### config.mk
export PLATFORM = sky130hd
export DESIGN_NAME = sdram_port_arbiter
export DESIGN_NICKNAME = d
export VERILOG_FILES = /design/src/rtl/sdram_port_arbiter.sv
export SDC_FILE = /design/constraint.sdc
export NUM_CORES = 1
export LEC_CHECK = 0
export CORE_UTILIZATION = 35
export CTS_CLUSTER_DIAMETER = 100
export DETAILED_ROUTE_END_ITERATION = 8
export PLACE_DENSITY_LB_ADDON = 0.08
export SLEW_MARGIN = 25
export SYNTH_ARGS = -nofsm -noshare
export SYNTH_HDL_FRONTEND = slang
export SYNTH_SLANG_ARGS = --single-unit
### constraint.sdc
create_clock -name clk -period 4.7 [get_ports clk]
set_input_delay 0.94 -clock clk [delete_from_list [all_inputs] [get_ports clk]]
set_output_delay 0.94 -clock clk [all_outputs]
set_load 0.01 [all_outputs]
### src/rtl/sdram_port_arbiter.sv
`default_nettype none
// ============================================================================
// Module   : sdram_port_arbiter
// Purpose  : Round-robin sharing of one SDRAM controller command port between
//            NUM_PORTS requesters, one outstanding transaction, with watchdog.
// Revision : 1.0
// ============================================================================
module sdram_port_arbiter #(
  parameter int NUM_PORTS         = 4,
  parameter int ADDRESS_WIDTH     = 22,
  parameter int DATA_WIDTH        = 16,
  parameter int READ_BURST_LENGTH = 1,
  parameter int TIMEOUT_CYCLES    = 1024
) (
  input  logic                               clk,
  input  logic                               reset_n,
  input  logic [NUM_PORTS-1:0]               req_valid,
  input  logic [NUM_PORTS-1:0]               req_write,
  input  logic [NUM_PORTS*ADDRESS_WIDTH-1:0] req_address,
  input  logic [NUM_PORTS*DATA_WIDTH-1:0]    req_data,
  output logic [NUM_PORTS-1:0]               req_ready,
  output logic [DATA_WIDTH-1:0]              rsp_data,
  output logic [NUM_PORTS-1:0]               rsp_read_valid,
  output logic [NUM_PORTS-1:0]               rsp_write_done,
  output logic                               timeout,
  output logic [1:0]                         command,
  output logic [ADDRESS_WIDTH-1:0]           data_address,
  output logic [DATA_WIDTH-1:0]              data_write,
  input  logic [DATA_WIDTH-1:0]              data_read,
  input  logic                               data_read_valid,
  input  logic                               data_write_done
);

  localparam int PTR_W  = (NUM_PORTS > 1) ? $clog2(NUM_PORTS) : 1;
  localparam int BEAT_W = $clog2(READ_BURST_LENGTH + 1);
  localparam int WD_W   = (TIMEOUT_CYCLES > 0) ? $clog2(TIMEOUT_CYCLES + 1) : 1;

  localparam logic [1:0]        CMD_NOP   = 2'b00;
  localparam logic [1:0]        CMD_WRITE = 2'b01;
  localparam logic [1:0]        CMD_READ  = 2'b10;
  localparam logic [BEAT_W-1:0] LAST_BEAT = BEAT_W'(READ_BURST_LENGTH - 1);
  localparam logic [WD_W-1:0]   WD_LIMIT  = WD_W'(TIMEOUT_CYCLES);
  localparam logic [PTR_W-1:0]  LAST_PORT = PTR_W'(NUM_PORTS - 1);

  typedef enum logic [1:0] {
    IDLE       = 2'd0,
    ISSUE      = 2'd1,
    WAIT_READ  = 2'd2,
    WAIT_WRITE = 2'd3
  } state_t;

  state_t                    state_q,    state_d;
  logic [PTR_W-1:0]          grant_q,    grant_d;
  logic [PTR_W-1:0]          rr_ptr_q,   rr_ptr_d;
  logic                      is_write_q, is_write_d;
  logic [ADDRESS_WIDTH-1:0]  addr_q,     addr_d;
  logic [DATA_WIDTH-1:0]     wdata_q,    wdata_d;
  logic [BEAT_W-1:0]         beat_cnt_q, beat_cnt_d;
  logic [WD_W-1:0]           wd_cnt_q,   wd_cnt_d;
  logic [1:0]                command_q,  command_d;

  logic                      any_valid;
  logic [PTR_W-1:0]          pick;
  logic [PTR_W:0]            cand;
  logic                      completion;

  // First requesting port at or after rr_ptr, wrapping modulo NUM_PORTS.
  always_comb begin
    any_valid = 1'b0;
    pick      = '0;
    cand      = '0;
    for (int i = 0; i < NUM_PORTS; i++) begin
      cand = {1'b0, rr_ptr_q} + (PTR_W+1)'(i);
      if (cand >= (PTR_W+1)'(NUM_PORTS)) begin
        cand = cand - (PTR_W+1)'(NUM_PORTS);
      end
      if (!any_valid && req_valid[cand[PTR_W-1:0]]) begin
        any_valid = 1'b1;
        pick      = cand[PTR_W-1:0];
      end
    end
  end

  always_comb begin
    state_d        = state_q;
    grant_d        = grant_q;
    rr_ptr_d       = rr_ptr_q;
    is_write_d     = is_write_q;
    addr_d         = addr_q;
    wdata_d        = wdata_q;
    beat_cnt_d     = beat_cnt_q;
    wd_cnt_d       = wd_cnt_q;
    command_d      = CMD_NOP;
    req_ready      = '0;
    rsp_read_valid = '0;
    rsp_write_done = '0;
    timeout        = 1'b0;
    completion     = 1'b0;

    case (state_q)
      IDLE: begin
        if (any_valid) begin
          req_ready[pick] = 1'b1;
          grant_d         = pick;
          is_write_d      = req_write[pick];
          addr_d          = req_address[int'(pick)*ADDRESS_WIDTH +: ADDRESS_WIDTH];
          wdata_d         = req_data[int'(pick)*DATA_WIDTH +: DATA_WIDTH];
          rr_ptr_d        = (pick == LAST_PORT) ? '0 : pick + 1'b1;
          command_d       = req_write[pick] ? CMD_WRITE : CMD_READ;
          state_d         = ISSUE;
        end
      end
      ISSUE: begin
        beat_cnt_d = '0;
        wd_cnt_d   = '0;
        state_d    = is_write_q ? WAIT_WRITE : WAIT_READ;
      end
      WAIT_READ: begin
        if (data_read_valid) begin
          completion              = 1'b1;
          rsp_read_valid[grant_q] = 1'b1;
          beat_cnt_d              = beat_cnt_q + 1'b1;
          if (beat_cnt_q == LAST_BEAT) begin
            state_d = IDLE;
          end
        end
      end
      WAIT_WRITE: begin
        if (data_write_done) begin
          completion              = 1'b1;
          rsp_write_done[grant_q] = 1'b1;
          state_d                 = IDLE;
        end
      end
      default: state_d = IDLE;
    endcase

    // A beat or done in the expiry cycle wins over the watchdog.
    if ((TIMEOUT_CYCLES > 0) && !completion &&
        (state_q == WAIT_READ || state_q == WAIT_WRITE)) begin
      if (wd_cnt_q == WD_LIMIT) begin
        timeout = 1'b1;
        state_d = IDLE;
      end else begin
        wd_cnt_d = wd_cnt_q + 1'b1;
      end
    end
  end

  always_ff @(posedge clk) begin
    if (!reset_n) begin
      state_q    <= IDLE;
      grant_q    <= '0;
      rr_ptr_q   <= '0;
      is_write_q <= 1'b0;
      addr_q     <= '0;
      wdata_q    <= '0;
      beat_cnt_q <= '0;
      wd_cnt_q   <= '0;
      command_q  <= CMD_NOP;
    end else begin
      state_q    <= state_d;
      grant_q    <= grant_d;
      rr_ptr_q   <= rr_ptr_d;
      is_write_q <= is_write_d;
      addr_q     <= addr_d;
      wdata_q    <= wdata_d;
      beat_cnt_q <= beat_cnt_d;
      wd_cnt_q   <= wd_cnt_d;
      command_q  <= command_d;
    end
  end

  assign command      = command_q;
  assign data_address = addr_q;
  assign data_write   = wdata_q;
  assign rsp_data     = data_read;

endmodule
`default_nettype wire

==> results of run 1 <==
## sequential cells by signal (all words and copies together) (netlist names)
signal        flops
data_address     22
data_write       16
wd_cnt_q         11
command           2
grant_q           2
rr_ptr_q          2
state_q           2
beat_cnt_q        1
is_write_q        1
## final timing paths
kind                  endpoint  slack, ns
setup / recovery  req_ready[2]       0.56
hold / removal    wd_cnt_q[10]       0.47
setup reg to reg    command[0]       2.45
hold reg to reg   wd_cnt_q[10]       0.47
## through the flow
| stage | std cells | area [sq um] | hold WS [ns] | total power [mW] |
|---|---|---|---|---|
| 4_1_cts | 802 | 6125 | 0.4794 | 1.945 |
| 3_5_place_dp | 786 | 5931 | 0.4622 | 1.466 |
| 6_report | 802 | 6125 | 0.4697 | 1.922 |
| 5_1_grt | 802 | 6125 | 0.4984 | 2.032 |
| 3_3_place_gp | 786 | 5931 | 0.4516 | 1.456 |
| 2_1_floorplan | 477 | 3801 | 0.4411 | 1.071 |
## tightest hold or removal path: stages, from the launching register on
cell and delay, ns:
dfxtp_1 0.32, nand2_1 0.05, mux2i_1 0.05
## report_power, final
group	total (mW)	internal, mW	switching, mW
clock	0.467	0.257	0.210
sequential	0.645	0.586	0.0586
combinational	0.810	0.425	0.385
total	1.92	1.27	0.654
## final cells by class
class	count	area, sq um	share of cell area [%]
clock buffers	11	141.4	2.308
clock inverters	5	52.55	0.8580
inverters	7	26.28	0.4290
multi-input cells	358	2316	37.81
flip-flops and latches	59	1181	19.28
well taps	136	170.2	2.778
repair buffers	226	2237	36.53
## metal layers
layer | track usage, % | wire length (microns) | up-vias
met5 | 0 | 0 | -
met4 | 8.036 | 277 | 0
met3 | 7.174 | 862 | 18
met2 | 44.62 | 7155 | 156
met1 | 25.84 | 5334 | 1983
li1 | - | - | 2066
## layout by cell type (no fill, tap or decap), drive strengths merged, types with 2 or more instances in the layout
master         count
a21boi             2
ha                 4
a41o               2
nand3             45
clkbuf            11
a21o              39
nor2              16
nor3               3
nor4               3
inv                7
mux2i             45
nand2b            12
buf               10
nor2b              4
o21ai             43
clkinv             3
nand2             67
o22a               2
o22ai              2
and2               6
dfxtp             59
and3               4
o211ai            39
clkdlybuf4s50    216
a21oi              6
## logic make-up (layout without fill, tap and decap cells)
kind of cell | after synthesis | count (layout) | synth area share, %
DFF | 59 | 59 | 31.07
and+or+nand+nor | 165 | 165 | 20.90
AOI/OAI and AO/OA | 141 | 141 | 24.98
xor gates and xnor gates | 1 | 1 | 0.2305
buffers and inverters | 60 | 249 | 8.756
muxes | 47 | 47 | 12.74
adders and majority gates | 4 | 4 | 1.317
==> results by group, run 1 <==
Synthesis
  • Synth Net Count: between 600 and 700
  • EDFF count, synth: 0
  • Synth Instances: 477
  • Count of state elements after synthesis: just under 60
  • Count leader, synth: nand2_1
  • Most area-consuming cells after synthesis: dfxtp_1 31%, mux2i_1 12%, a21o_1 7.7%
  • Synthesized area per cell: approximately 8 sq um
  • Top cell type's share of synthesized area: 31.07%
  • Post-Syn Area: around 3800 sq um
  • Ys async rst share: 0%
  • Largest area contributor in the netlist: dfxtp_1
  • Commonest cells post-synth: 67 x nand2_1, 59 x dfxtp_1, 45 x mux2i_1, 45 x nand3_1, 42 x o21ai_0
  • Synth Warn #: 0
  • Sequential share of the synthesized area: between 30% and 40%
  • Top_reg_cell synth: dfxtp_1
  • Yosys cell types: 45

STA
  • Final setup TNS: 0 ns
  • Layout Skew: about 0.0065 ns
  • Fmax: between 200 and 250 MHz
  • Final setup vio count: 0
  • Period utilisation layout: ~88%
  • Max-slew violations: 0
  • RSZ-0062 raised after global routing: false
  • Final hold viol count: 0
  • Worst-margin pin slew: between 0.6 and 0.7 ns
  • Final worst slack: roughly 0.56 ns
  • Max transition margin: between 50% and 60%
  • Final Critical Period: 4.143 ns

Critical path
  • Worst Path Arrival: approximately 3.2 ns
  • Worst path bufs/invs: 2
  • Setup crit start: req_valid[0]
  • Startpoint Class: input port
  • Reg2Reg Depth: 7
  • Largest stage delay on the critical path: around 0.52 ns
  • Critical path peak fanout: 6
  • Worst setup path class: in -> out
  • Crit path top cell by count: clkdlybuf4s50_1
  • Delay-heaviest family, CP: buffers and inverters
  • Worst EP required: around 3.8 ns
  • RR Startpoint: rr_ptr_q[1]
  • Cell breakdown of the critical path: clkdlybuf4s50_1 > nand2_1 > a311oi_1 > nor2_1 > ha_1 > and3_1 > clkdlybuf4s50_1
  • Worst Setup End Kind: output port
  • Worst-path cell with the longest stage delay: clkdlybuf4s50_1
  • CP Depth: 7

Route
  • DR WL/cell: 16.99 microns
  • Final WL: approximately 14 mm
  • Via count: 4223
  • Vias per cell: 5.266
  • # DRC: 0
  • Detailed router's first-iteration violation count: 210
  • ANT nets after route: 0
  • Pre-Repair DR Iteration Count: 4

Clock network
  • CTS clock-pin slew for the worst setup and hold paths: 0.07 ns
  • Cts hold-fix bufs: 0
  • H-Tree Depth: 3
  • Worst skew pair latency: 0.33 ns
  • Max clock buf depth: 2
  • Clock Sinks: a little under 60
  • Num CTS Buffers: 9
  • Post-CTS Setup Repair Bufs: 0
  • Clk Tree Root Cell: clkbuf_8
  • CTS tree: built
  • Post-cts sizing count: 0

Status
  • Outcome: finished clean

Worst hold path
  • Hold Startpoint: wd_cnt_q[10]
  • Worst Hold Class: reg -> reg
  • WHS Path Cells: 2

Finish
  • Final core utilization: roughly 59%
  • Area Growth Syn to Fin: 61.13%
  • Ratio of cells with drive above 1 in the final layout: between 4 and 5%
  • # fillers: between 900 and 1000
  • Nets@finish: about 850
  • ANT cells: 0

Placed design
  • Pre-CTS setup slack: 0.5388 ns
  • GPL Wtd Cong: about 0.8
  • IO buf count: 216
  • Hpwl dp: roughly 9.9 mm

Floorplan
  • Row cnt: 37
  • Die Span Y: around 110 microns
  • DIE WIDTH: ~110 microns
  • Die area: around 11000 sq um
  • CORE AREA: 10420 sq um
  • IO Count: ~250
  • Starting density of the core: around 36%

Flow run
  • Max_cap viols: 0

Global route
  • Initial antenna violation count: 0
  • Vias in the first global route: between 4000 and 5000
  • Global-route wire length before repair: between 20 and 25 mm
  • Global-route usage over all layers: between 20 and 25%
  • Largest net degree at the start of global routing: 40
  • Remaining Overflow, GRT: 0

Power and ir drop
  • Max VDD drop: between 0.15 and 0.2 mV
  • PD cells: approximately 310 nW/um^2
  • Leakage: ~2.4 nW
Note: power is estimated with default switching activity, not from simulation.
==> inputs of run 2 (changes only) <==
--- a/config.mk
+++ b/config.mk
@@ -6,7 +6,6 @@
 export NUM_CORES = 1
 export LEC_CHECK = 0
 export CORE_UTILIZATION = 35
-export CTS_CLUSTER_DIAMETER = 100
 export DETAILED_ROUTE_END_ITERATION = 8
 export PLACE_DENSITY_LB_ADDON = 0.08
 export SLEW_MARGIN = 25
==> results of run 2 <==
Final layout, timing and power as in run 1 (identical DEF).
==> inputs of run 3 (changes only) <==
--- a/config.mk
+++ b/config.mk
@@ -5,7 +5,8 @@
 export SDC_FILE = /design/constraint.sdc
 export NUM_CORES = 1
 export LEC_CHECK = 0
-export CORE_UTILIZATION = 35
+export CORE_MARGIN = 5
+export CORE_UTILIZATION = 33
 export DETAILED_ROUTE_END_ITERATION = 8
 export PLACE_DENSITY_LB_ADDON = 0.08
 export SLEW_MARGIN = 25
==> run 3 against run 2 <==
Net effect:
- clock power grew 22%
- design area is 1.7% higher
- final cell count rose by 0.37%
- largest power group unchanged
==> results by group, run 3 (synthesis results as in run 1) <==
Clock network
  • Post-CTS Setup Repair Bufs: 0 (unchanged)
  • CTS tree: built
  • Post-cts sizing count: 0 (unchanged)
  • H-Tree Depth: 3 (unchanged)
  • Worst skew pair latency: 0.32 ns (about the same)
  • Num CTS Buffers: 9 (unchanged)
  • Cts hold-fix bufs: 0 (unchanged)
  • Max clock buf depth: 2 (unchanged)
  • Clk Tree Root Cell: clkbuf_16
  • CTS clock-pin slew for the worst setup and hold paths: 0.05 ns (-0.02 ns)
  • Clock Sinks: 59 (unchanged)

STA
  • Final worst slack: 0.4806 ns (-0.07604 ns)
  • Final setup vio count: 0 (unchanged)
  • Worst-margin pin slew: 0.6443 ns (-0.03821 ns)
  • Max transition margin: 56.94% (+2.6 points)
  • RSZ-0062 raised after global routing: false
  • Layout Skew: 0.004300 ns (-0.002243 ns)
  • Final setup TNS: 0 ns (unchanged)
  • Max-slew violations: 0 (unchanged)
  • Period utilisation layout: 89.77% (+1.6 points)
  • Final Critical Period: 4.219 ns (+0.07604 ns)
  • Fmax: 237.0 MHz (-1.8%)
  • Final hold viol count: 0 (unchanged)

Power and ir drop
  • PD cells: 326.6 nW/um^2 (+4.0%)
  • Leakage: 2.394 nW (+1.6%)
  • Max VDD drop: 0.1711 mV (-5.1%)

Finish
  • Ratio of cells with drive above 1 in the final layout: 4.079% (-0.88 points)
  • Most frequent cells in the layout: 216 x clkdlybuf4s50_1, 67 x nand2_1, 59 x dfxtp_1
  • Area Growth Syn to Fin: 63.82%
  • Max reg flops: 22 (unchanged)
  • # fillers: 1088 (+12%)
  • Most common cell after layout, fill and taps aside: clkdlybuf4s50_1
  • Nets@finish: 844 (-0.12%)
  • ANT cells: 0 (unchanged)

Global route
  • Vias in the first global route: 4400 (+3.1%)
  • Remaining Overflow, GRT: 0 (unchanged)
  • Global-route usage over all layers: 20.25% (-3.8 points)
  • Initial antenna violation count: 0 (unchanged)
  • Global-route wire length before repair: 22.76 mm (+7.2%)
  • Largest net degree at the start of global routing: 40 (unchanged)

Route
  • Pre-Repair DR Iteration Count: 6 (+2)
  • Detailed router's first-iteration violation count: 214 (+1.9%)
  • Vias per cell: 5.232 (-0.63%)
  • # DRC: 0 (unchanged)
  • DR WL/cell: 17.91 microns (+5.4%)
  • Final WL: 14.41 mm (+5.8%)
  • ANT nets after route: 0 (unchanged)
  • Via count: 4212 (-0.26%)

Critical path
  • Worst Path Arrival: 3.28 ns (+0.08 ns)
  • Worst EP required: 3.76 ns (about the same)
  • Destination of the critical timing path: req_ready[3]
  • Reg2Reg Depth: 7 (unchanged)
  • Setup crit start: req_valid[0]
  • R2r setup slk: 2.12 ns (-0.33 ns)
  • Critical path peak fanout: 6 (unchanged)
  • R2r endpoint: command[0]
  • RR Startpoint: rr_ptr_q[1]
  • Worst setup path class: in -> out
  • Startpoint Class: input port
  • Worst Setup End Kind: output port

Placed design
  • Hpwl dp: 10.88 mm (+10%)
  • GPL Wtd Cong: 0.8100 (+3.9%)
  • Pre-CTS setup slack: 0.4854 ns (-0.05337 ns)
  • IO buf count: 216 (unchanged)

Floorplan
  • IO Count: 249 (unchanged)
  • Die Span Y: 117.3 microns (+10%)
  • DIE WIDTH: 117.3 microns (+10%)
  • CORE AREA: 11370 sq um (+9.2%)
  • Starting density of the core: 33.43% (-3.1 points)
  • Die area: 13770 sq um (+22%)
  • Row cnt: 39 (+5.4%)

Status
  • Outcome: finished clean

Worst hold path
  • Worst Hold Class: reg -> reg

Flow run
  • Max_cap viols: 0 (unchanged)
run 3: changes by cell type in the layout (fill, tap and decap cells not counted), sizes merged:
cell	change
buf	-1
clkbuf	+2
clkinvlp	-1
clkinv	-3
bufinv	-1
run 3: cell type report:
class	instances	area [sq um]	share of cell area, %
Multi-Input combinational cell	358	2316	37.19
Timing Repair Buffer	225	2275	36.53
Clock buffer	13	250.2	4.018
Tap cell	143	178.9	2.873
Sequential cell	59	1181	18.97
Inverter	7	26.28	0.4219
run 3: worst min path at each step:
| stage | startpoint | to | slack [ns] | depth (start not counted) |
|---|---|---|---|---|
| after floorplan | is_write_q | is_write_q | 0.44 | 2 |
| after CTS | data_address[7] | data_address[7] | 0.47 | 2 |
| after global routing | is_write_q | is_write_q | 0.49 | 2 |
| final | data_address[13] | data_address[13] | 0.47 | 2 |
| after global placement | data_address[13] | data_address[13] | 0.45 | 2 |
| after detailed placement | data_address[7] | data_address[7] | 0.46 | 2 |
run 3: worst max-delay path: stages:
cell	delay (ns)
clkdlybuf4s50_1	0.53
nand2_1	0.15
a311oi_1	0.57
nor2_1	0.24
ha_1	0.23
and3_1	0.14
clkdlybuf4s50_1	0.48
run 3: power breakdown:
group / internal [mW] / switching (mW) / total (mW)
Combinational: 0.433 / 0.383 / 0.816
Clock: 0.362 / 0.209 / 0.571
Sequential: 0.588 / 0.0586 / 0.646
run 3: per-stage QoR:
stage | util [%] | power, mW | std cells | hold slack, ns | area [sq um]
after floorplan | - | 1.071 | 477 | 0.4411 | 3801
after detailed placement | 52.57 | 1.481 | 792 | 0.4598 | 5977
final | 54.77 | 2.034 | 805 | 0.4651 | 6227
after global placement | 52.33 | 1.463 | 791 | 0.4507 | 5949
after global routing | 54.77 | 2.151 | 805 | 0.4916 | 6227
after CTS | 54.77 | 2.064 | 805 | 0.4709 | 6227
run 3: per-layer routing:
layer	wire [microns]	GRT usage (%)	vias to the layer above
met2	7123	34.44	166
met4	315	8.049	0
li1	-	-	2058
met3	1332	8.229	26
met1	5643	22.38	1962
met5	0	0	-
